===== src/rtl/dsp_preadd_mac_pipe_if.sv =====
// Stream bundle for the pre-add/multiply pipe: input beat channel (s_*)
// and output channel (m_*). The "master" modport is the side that sources
// input beats and sinks results; "slave" is the datapath itself.
interface dsp_preadd_mac_pipe_if #(
  parameter int DW = 8,
  parameter int OW = 2*DW+9
);
  logic                 s_tvalid;
  logic                 s_tready;
  logic signed [DW-1:0] s_a;
  logic signed [DW-1:0] s_b;
  logic signed [DW-1:0] s_c;
  logic                 s_sub;
  logic                 s_tlast;
  logic                 m_tvalid;
  logic                 m_tready;
  logic signed [OW-1:0] m_tdata;
  logic                 m_tlast;

  modport master (
    output s_tvalid, s_a, s_b, s_c, s_sub, s_tlast, m_tready,
    input  s_tready, m_tvalid, m_tdata, m_tlast
  );

  modport slave (
    input  s_tvalid, s_a, s_b, s_c, s_sub, s_tlast, m_tready,
    output s_tready, m_tvalid, m_tdata, m_tlast
  );
endinterface


===== src/rtl/dsp_preadd_mac_pipe.sv =====
// dsp_preadd_mac_pipe: 3-stage (a +/- b) * c datapath with valid/ready
// handshake and a single global stall.
//   S1: pre-add/sub in DW+1 bits
//   S2: exact signed product in 2*DW+1 bits
//   S3: output register (sign-extended to OW)
// Optional macro DSP_ACC_EN turns S3 into a frame accumulator that only
// presents a result on the tlast beat of each frame.
module dsp_preadd_mac_pipe #(
  parameter int DW = 8,
  parameter int OW = 2*DW+9
) (
  input logic                  clk,
  input logic                  rst,
  dsp_preadd_mac_pipe_if.slave bus
);
  localparam int PW = DW + 1;
  localparam int MW = 2*DW + 1;

  generate
    if (OW < MW) begin : g_ow_check
      $error("dsp_preadd_mac_pipe: OW must be >= 2*DW+1");
    end
  endgenerate

  // Whole pipe freezes only when a presented result is not taken.
  logic w_stall;
  assign w_stall      = bus.m_tvalid && !bus.m_tready;
  assign bus.s_tready = !w_stall;

  // ---------------- S1: pre-adder ----------------
  logic signed [PW-1:0] w_a_x, w_b_x, w_pre;
  assign w_a_x = bus.s_a;
  assign w_b_x = bus.s_b;
  assign w_pre = bus.s_sub ? (w_a_x - w_b_x) : (w_a_x + w_b_x);

  logic                 r_v1;
  logic signed [PW-1:0] r_pre;
  logic signed [DW-1:0] r_c1;
  logic                 r_last1;

  // Capture accepted beat; data held (not cleared) when no beat arrives.
  always_ff @(posedge clk) begin
    if (rst) begin
      r_v1    <= 1'b0;
      r_pre   <= '0;
      r_c1    <= '0;
      r_last1 <= 1'b0;
    end else if (!w_stall) begin
      r_v1 <= bus.s_tvalid;
      if (bus.s_tvalid) begin
        r_pre   <= w_pre;
        r_c1    <= bus.s_c;
        r_last1 <= bus.s_tlast;
      end
    end
  end

  // ---------------- S2: multiplier ----------------
  logic signed [MW-1:0] w_pre_x, w_c_x, w_prod;
  assign w_pre_x = r_pre;
  assign w_c_x   = r_c1;
  assign w_prod  = w_pre_x * w_c_x;

  logic                 r_v2;
  logic signed [MW-1:0] r_prod;
  logic                 r_last2;

  // Register the exact product of the S1 beat.
  always_ff @(posedge clk) begin
    if (rst) begin
      r_v2    <= 1'b0;
      r_prod  <= '0;
      r_last2 <= 1'b0;
    end else if (!w_stall) begin
      r_v2 <= r_v1;
      if (r_v1) begin
        r_prod  <= w_prod;
        r_last2 <= r_last1;
      end
    end
  end

  // ---------------- S3: output / accumulator ----------------
  logic signed [OW-1:0] w_prod_x;
  assign w_prod_x = r_prod;

  logic                 r_v3;
  logic signed [OW-1:0] r_out;
  logic                 r_last3;

`ifdef DSP_ACC_EN
  logic                 r_first;
  logic signed [OW-1:0] w_acc_nxt;
  // First beat of a frame starts from zero; sum wraps modulo 2^OW.
  assign w_acc_nxt = (r_first ? '0 : r_out) + w_prod_x;

  // Absorb every beat into the sum; only a tlast beat raises m_tvalid.
  always_ff @(posedge clk) begin
    if (rst) begin
      r_v3    <= 1'b0;
      r_out   <= '0;
      r_last3 <= 1'b0;
      r_first <= 1'b1;
    end else if (!w_stall) begin
      r_v3 <= r_v2 && r_last2;
      if (r_v2) begin
        r_out   <= w_acc_nxt;
        r_last3 <= r_last2;
        r_first <= r_last2;
      end
    end
  end
`else
  // One result per beat; tlast passes straight through with its beat.
  always_ff @(posedge clk) begin
    if (rst) begin
      r_v3    <= 1'b0;
      r_out   <= '0;
      r_last3 <= 1'b0;
    end else if (!w_stall) begin
      r_v3 <= r_v2;
      if (r_v2) begin
        r_out   <= w_prod_x;
        r_last3 <= r_last2;
      end
    end
  end
`endif

  assign bus.m_tvalid = r_v3;
  assign bus.m_tdata  = r_out;
  assign bus.m_tlast  = r_last3;

endmodule

===== src/flat_wrapper.sv =====
// flat-port wrapper written by rule: the top's interface ports become plain ports
module dsp_preadd_mac_pipe_flat 
#(
  parameter int DW = 8,
  parameter int OW = 2*DW+9
)
  (clk, rst, bus_s_tvalid, bus_s_a, bus_s_b, bus_s_c, bus_s_sub, bus_s_tlast, bus_m_tready, bus_s_tready, bus_m_tvalid, bus_m_tdata, bus_m_tlast);
  dsp_preadd_mac_pipe_if #(.DW(DW), .OW(OW)) bus_i ();
  input logic clk;
  input logic rst;
  input wire logic [$bits(bus_i.s_tvalid)-1:0] bus_s_tvalid;
  input wire logic [$bits(bus_i.s_a)-1:0] bus_s_a;
  input wire logic [$bits(bus_i.s_b)-1:0] bus_s_b;
  input wire logic [$bits(bus_i.s_c)-1:0] bus_s_c;
  input wire logic [$bits(bus_i.s_sub)-1:0] bus_s_sub;
  input wire logic [$bits(bus_i.s_tlast)-1:0] bus_s_tlast;
  input wire logic [$bits(bus_i.m_tready)-1:0] bus_m_tready;
  output wire logic [$bits(bus_i.s_tready)-1:0] bus_s_tready;
  output wire logic [$bits(bus_i.m_tvalid)-1:0] bus_m_tvalid;
  output wire logic [$bits(bus_i.m_tdata)-1:0] bus_m_tdata;
  output wire logic [$bits(bus_i.m_tlast)-1:0] bus_m_tlast;
  assign bus_i.s_tvalid = bus_s_tvalid;
  assign bus_i.s_a = bus_s_a;
  assign bus_i.s_b = bus_s_b;
  assign bus_i.s_c = bus_s_c;
  assign bus_i.s_sub = bus_s_sub;
  assign bus_i.s_tlast = bus_s_tlast;
  assign bus_i.m_tready = bus_m_tready;
  assign bus_s_tready = bus_i.s_tready;
  assign bus_m_tvalid = bus_i.m_tvalid;
  assign bus_m_tdata = bus_i.m_tdata;
  assign bus_m_tlast = bus_i.m_tlast;
  dsp_preadd_mac_pipe #(.DW(DW), .OW(OW)) u_core (.clk(clk), .rst(rst), .bus(bus_i));
endmodule

===== config.mk =====
export PLATFORM = sky130hd
export DESIGN_NAME = dsp_preadd_mac_pipe_flat
export DESIGN_NICKNAME = d
export VERILOG_FILES = /design/src/rtl/dsp_preadd_mac_pipe_if.sv /design/src/rtl/dsp_preadd_mac_pipe.sv /design/src/flat_wrapper.sv
export SDC_FILE = /design/constraint.sdc
export NUM_CORES = 1
export LEC_CHECK = 0
export BUFFER_PORTS_ARGS = -buffer_cell sky130_fd_sc_hd__buf_2
export CAP_MARGIN = 25
export CELL_PAD_IN_SITES_DETAIL_PLACEMENT = 1
export CELL_PAD_IN_SITES_GLOBAL_PLACEMENT = 2
export CORE_MARGIN = 2
export CORE_UTILIZATION = 39
export CTS_BUF_LIST = sky130_fd_sc_hd__clkbuf_16
export DETAILED_ROUTE_END_ITERATION = 8
export HOLD_SLACK_MARGIN = 0.02
export PLACE_DENSITY_LB_ADDON = 0.1
export REMOVE_ABC_BUFFERS = 1
export SYNTH_ARGS = -nofsm -noshare
export SYNTH_HDL_FRONTEND = slang
export SYNTH_SLANG_ARGS = --single-unit

===== constraint.sdc =====
create_clock -name clk -period 9.3 [get_ports clk]
set_clock_uncertainty 0.1 [all_clocks]
set_input_delay 0.93 -clock clk [delete_from_list [all_inputs] [get_ports clk]]
set_output_delay 0.93 -clock clk [all_outputs]
set_load 0.02 [all_outputs]

# Yosys cells after proc, flatten, opt, wreduce, memory -nomap -nowiden
# Cells that the tools add are included.
[classes]
n_mul = 1
n_bitwise = 1
mux = 1
n_addsub = 2
reduce_logical = 6
[ops]
columns = ["cell", "count"]
rows = [
  ["multiplier 9 x 8 -> 17 bit", 1],
  ["adder 8 x 8 -> 9 bit", 1],
  ["2-to-1 mux 9 bit", 1],
  ["subtractor 8 x 8 -> 9 bit", 1],
  ["AND reduction 2 bit", 3],
  ["zero test 1 bit", 2],
  ["logical AND 1 bit", 1],
  ["inverter 1 bit", 1],
]
[totals]
register_bits = 57
wordCells = 21
output_inout_bits = 28
input_bits = 30

# Longest topological paths before layout
[logic_depth]
word_depth = 4
mapped_depth = 17

# Worst setup path before layout
# Ideal clock, no wire load.
[synth_path]
path_type = "flip-flop to flip-flop"
startpoint = "reg u_core.r_c1[3]"
endpoint = "reg u_core.r_prod[16]"
setup_time_ns = 0.117
setup_slack_ns = 4.828
t_arrival_ns = 4.255
stages_incl_launch_ff = 18
required_ns = 9.083
cell_sequence = "dfxtp_1 > clkbuf_1 > and2_1 > fa_1 > inv_1 > fa_1 > inv_1 > fa_1 > inv_1 > fa_1 > inv_1 > ha_1 > nand2_1 > nor4_1 > o31ai_1 > a21oi_1 > xnor2_1 > a22o_1"
[synth_via]
elab_chain_len = 1
[synth_rtl]
columns = ["item", "line_no", "source"]
rows = [
  ["from (decl)", "dsp_preadd_mac_pipe.sv:38", "logic signed [DW-1:0] r_c1;"],
  ["from (signal assigned)", "dsp_preadd_mac_pipe.sv:52", "r_c1 <= bus.s_c;"],
  ["multiplier 9 x 8 -> 17 bit", "dsp_preadd_mac_pipe.sv:62", "assign w_prod = w_pre_x * w_c_x;"],
  ["to (signal assigned)", "dsp_preadd_mac_pipe.sv:77", "r_prod <= w_prod;"],
  ["to (decl)", "dsp_preadd_mac_pipe.sv:65", "logic signed [MW-1:0] r_prod;"],
]
# Every way passes these cells.
# A chain may end at the register's enable or synchronous reset.

# Final worst setup path
# Same ends and word-level chain as after synthesis.

==> impl_metrics.prom <==
# TYPE chip_impl_metric gauge
chip_impl_metric{name="die_height",unit="um"} 120
chip_impl_metric{name="worst_slew_pin_slew",unit="ps"} 744
chip_impl_info{name="critPathLaunchType",value="flop"} 1
chip_impl_metric{name="worst_slack",unit="ps"} 4620
chip_impl_info{name="ctsRootBufferMaster",value="sky130_fd_sc_hd__clkbuf_16"} 1
chip_impl_metric{name="maxClockFrequency",unit="MHz"} 214
chip_impl_metric{name="static-leakage-power",unit="uW"} 0.00274
chip_impl_metric{name="final_period_minus_worst_setup_slack",unit="ps"} 4680
chip_impl_metric{name="layout-drive-gt1-share",unit=""} 0.125
chip_impl_metric{name="port_buffers",unit=""} 57
chip_impl_metric{name="globalplace.congestion",unit=""} 0.879
chip_impl_metric{name="final_min_period_over_clock_period",unit=""} 0.503
chip_impl_metric{name="ff2ff_setup_slack",unit="ps"} 4620
chip_impl_metric{name="die-width",unit="um"} 120
chip_impl_metric{name="critical_path.max_stage_delay",unit="ps"} 640
chip_impl_metric{name="vdd.ir_drop.worst",unit="mV"} 0.0999
chip_impl_metric{name="htree_levels",unit=""} 3
chip_impl_metric{name="yosys_warns",unit=""} 0
chip_impl_metric{name="grt_start_max_net_pins",unit=""} 62
chip_impl_info{name="tritoncts_clock_tree",value="yes"} 1
chip_impl_metric{name="drtPass1Iterations",unit=""} 4
chip_impl_metric{name="layout-area-overhead-vs-synth",unit="%"} 12.9
chip_impl_info{name="path_cells",value="and2_1 -> fa_1 -> inv_1 -> fa_1 -> inv_1 -> fa_1 -> inv_1 -> fa_1 -> inv_1 -> ha_1 -> nand2_1 -> nor4_1 -> o31ai_1 -> a21oi_1 -> xnor2_1 -> a22o_1"} 1
chip_impl_metric{name="grtUsageTotal",unit=""} 0.197
chip_impl_metric{name="drt_iter0_markers",unit=""} 146
chip_impl_info{name="grt_setup_unrepaired",value="false"} 1
chip_impl_metric{name="numClockSinks",unit=""} 57
chip_impl_metric{name="postSynthCellCount",unit=""} 627
chip_impl_info{name="timing.hold.worst.start",value="u_core.bus.m_tdata[12]"} 1
chip_impl_metric{name="clock_pin_slew_on_the_worst_setup_and_hold_paths",unit="ps"} 50
chip_impl_metric{name="io-pin-count",unit=""} 58
chip_impl_info{name="critical-path-slowest-cell",value="sky130_fd_sc_hd__fa_1"} 1
chip_impl_metric{name="slew_violations",unit=""} 0
chip_impl_metric{name="nets",unit=""} 798
chip_impl_metric{name="fp-row-count",unit=""} 42
chip_impl_metric{name="vias",unit=""} 4089
chip_impl_metric{name="cap_viol_max_count",unit=""} 0
chip_impl_metric{name="synth-seq-cells",unit=""} 57
chip_impl_metric{name="number_of_buffers_created_by_cts",unit=""} 9
chip_impl_info{name="type_of_the_tightest_min_delay_check",value="reg2reg"} 1
chip_impl_metric{name="design.core.area",unit="um^2"} 13200
chip_impl_metric{name="dp_hpwl",unit="um"} 10900
chip_impl_metric{name="wl",unit="um"} 13000
chip_impl_info{name="critPathLaunch",value="u_core.r_c1[3]"} 1
chip_impl_metric{name="sum_neg_setup_slack",unit="ps"} 0
chip_impl_metric{name="cts-hold-fix-buffers",unit=""} 0
chip_impl_metric{name="cp_max_fo",unit=""} 10
chip_impl_info{name="status",value="complete, no violations"} 1
chip_impl_metric{name="grt_first_pass_wirelength",unit="um"} 22300
chip_impl_metric{name="max_slew_margin",unit=""} 0.504
chip_impl_metric{name="grt-ovfl-total",unit=""} 0
chip_impl_metric{name="final-setup-viol-count",unit=""} 0
chip_impl_metric{name="power_density",unit="nW/um^2"} 142
chip_impl_metric{name="final_antenna_diode_count",unit=""} 0
chip_impl_info{name="timing_worst_setup_path_type",value="reg2reg"} 1
chip_impl_metric{name="placement.setup.worst_slack",unit="ps"} 4590
chip_impl_metric{name="worstSkewPairLatency",unit="ps"} 330
chip_impl_info{name="timing.rr.start",value="u_core.r_c1[3]"} 1
chip_impl_metric{name="final_antenna_net_count",unit=""} 0
chip_impl_metric{name="wire_per_inst",unit="um"} 15.4
chip_impl_metric{name="ctsLongestPathBuffers",unit=""} 2
chip_impl_info{name="end_kind",value="flop"} 1
chip_impl_metric{name="worst-endpoint-required",unit="ps"} 9420
chip_impl_metric{name="critical_path_arrival",unit="ps"} 4800
chip_impl_metric{name="die_area",unit="um^2"} 14500
chip_impl_metric{name="post-cts-setup-buffer-count",unit=""} 0
chip_impl_metric{name="floorplan.initialDensity",unit=""} 0.399
chip_impl_metric{name="cts_resized",unit=""} 0
chip_impl_metric{name="final_hold_viol_count",unit=""} 0
chip_impl_metric{name="initial_antenna_violation_count",unit=""} 0
chip_impl_metric{name="syn_area",unit="um^2"} 5270
chip_impl_metric{name="vias_in_the_first_global_route",unit=""} 4492
chip_impl_metric{name="synth_sequential_area_ratio",unit=""} 0.217
chip_impl_metric{name="synth_cell_types",unit=""} 42
chip_impl_metric{name="post_drt_via_cell_ratio",unit=""} 4.83
chip_impl_metric{name="drt_drc_violations_left",unit=""} 0
chip_impl_metric{name="avgSynthCellArea",unit="um^2"} 8.40
worst paths after layout:
kind                                               end  cells past startpoint
worst max-delay path                 u_core.r_prod[16]                     16
worst min-delay path            u_core.bus.m_tdata[12]                      2
worst max register to register       u_core.r_prod[16]                     16
worst min register to register  u_core.bus.m_tdata[12]                      2
routing by layer:
metal / track usage / vias up / part of all wire
li1: - / 2052 / -
met1: 0.259 / 1986 / 0.48
met2: 0.339 / 40 / 0.49
met3: 0.0340 / 11 / 0.021
met4: 0.0458 / 0 / 0.010
met5: 0 / - / 0
worst max-delay path, delay by kind of cell (launching register included):
family	cells	cell delay, ps
flops	1	410
compound gates	3	520
fa+ha+maj	5	2590
buf+inv	4	300
xor+xnor	1	100
simple gates	3	580
synth_stat cells, drive strengths merged:
library cell	count	area share
dfxtp	57	0.22
nand2	103	0.073
nand2b	3	0.0036
or3	2	0.0024
a2111oi	2	0.0033
o21bai	1	0.0014
o21a	4	0.0057
a22o	2	0.0033
ha	40	0.095
o21ai	9	0.0086
mux2i	1	0.0019
nor2b	7	0.011
a21o	6	0.0086
buf	11	0.014
a21oi	56	0.053
nor3	7	0.0067
nor3b	5	0.0081
nand3	3	0.0028
a211o	2	0.0033
a22oi	2	0.0028
fa	62	0.24
o31ai	5	0.0071
and3	1	0.0012
a211oi	10	0.015
nor2	30	0.021
xor2	3	0.0050
and2	46	0.055
inv	93	0.066
o31a	1	0.0019
clkbuf	21	0.015
nor4	4	0.0047
or2	1	0.0012
nand3b	3	0.0043
xnor2	23	0.038
or4b	1	0.0019
cells in the final DEF, fill, tap and decap left out, types with 5 or more instances in the layout:
master / count
sky130_fd_sc_hd__dfxtp_1: 57
sky130_fd_sc_hd__nor2b_1: 5
sky130_fd_sc_hd__o31ai_1: 5
sky130_fd_sc_hd__o21ai_0: 9
sky130_fd_sc_hd__nand2_1: 103
sky130_fd_sc_hd__a211oi_1: 9
sky130_fd_sc_hd__a21oi_1: 56
sky130_fd_sc_hd__and2_1: 44
sky130_fd_sc_hd__inv_1: 92
sky130_fd_sc_hd__buf_2: 57
sky130_fd_sc_hd__nor2_1: 30
sky130_fd_sc_hd__xnor2_1: 23
sky130_fd_sc_hd__nor3_1: 7
sky130_fd_sc_hd__ha_1: 40
sky130_fd_sc_hd__fa_1: 62
sky130_fd_sc_hd__a21o_1: 6
sky130_fd_sc_hd__clkbuf_16: 9
power breakdown:
group          internal, uW  switching, uW  leakage [uW]  total (uW)
logic                  98.8            133       0.00214         232
clock network           209            122      0.000138         331
registers               259           23.6      0.000465         283
total                   566            279       0.00274         845
sequential cells by signal, summed over array words and instances, names as in the netlist:
name / count
u_core.bus.m_tdata: 17
u_core.r_prod: 17
u_core.r_pre: 9
u_core.r_c1: 8
u_core.bus.m_tlast: 1
u_core.bus.m_tvalid: 1
u_core.r_last1: 1
u_core.r_last2: 1
u_core.r_v1: 1
u_core.r_v2: 1
final cells by class:
class                      instances  area (um^2)
clock buffer                       9          225
fill                            1623         7240
multi-input combinational        445         3620
timing repair buffer              60          308
inverter                          93          349
tap                              176          220
clock inverter                     7         78.8
sequential                        57         1140
metrics by stage:
stage               hold slack, ps  utilization  cells  cell area [um^2]  total power (uW)
floorplan                      321            -    595              5110               450
global placement               343        0.428    831              5640               518
detailed placement             345        0.428    831              5640               526
CTS                            353        0.451    847              5950               862
global route                   366        0.451    847              5950               908
finish                         350        0.451    847              5950               845
cells by family (layout without fill, tap and decap cells):
group / count (synthesis) / in the layout / share of synthesized area
flops: 57 / 57 / 0.217
mux: 1 / 1 / 0.00190
buf+inv: 125 / 169 / 0.0955
xor+xnor: 26 / 26 / 0.0432
fa+ha+maj: 102 / 102 / 0.331
compound gates: 100 / 100 / 0.114
simple gates: 216 / 216 / 0.198
Power figures use the tool's default switching activity.
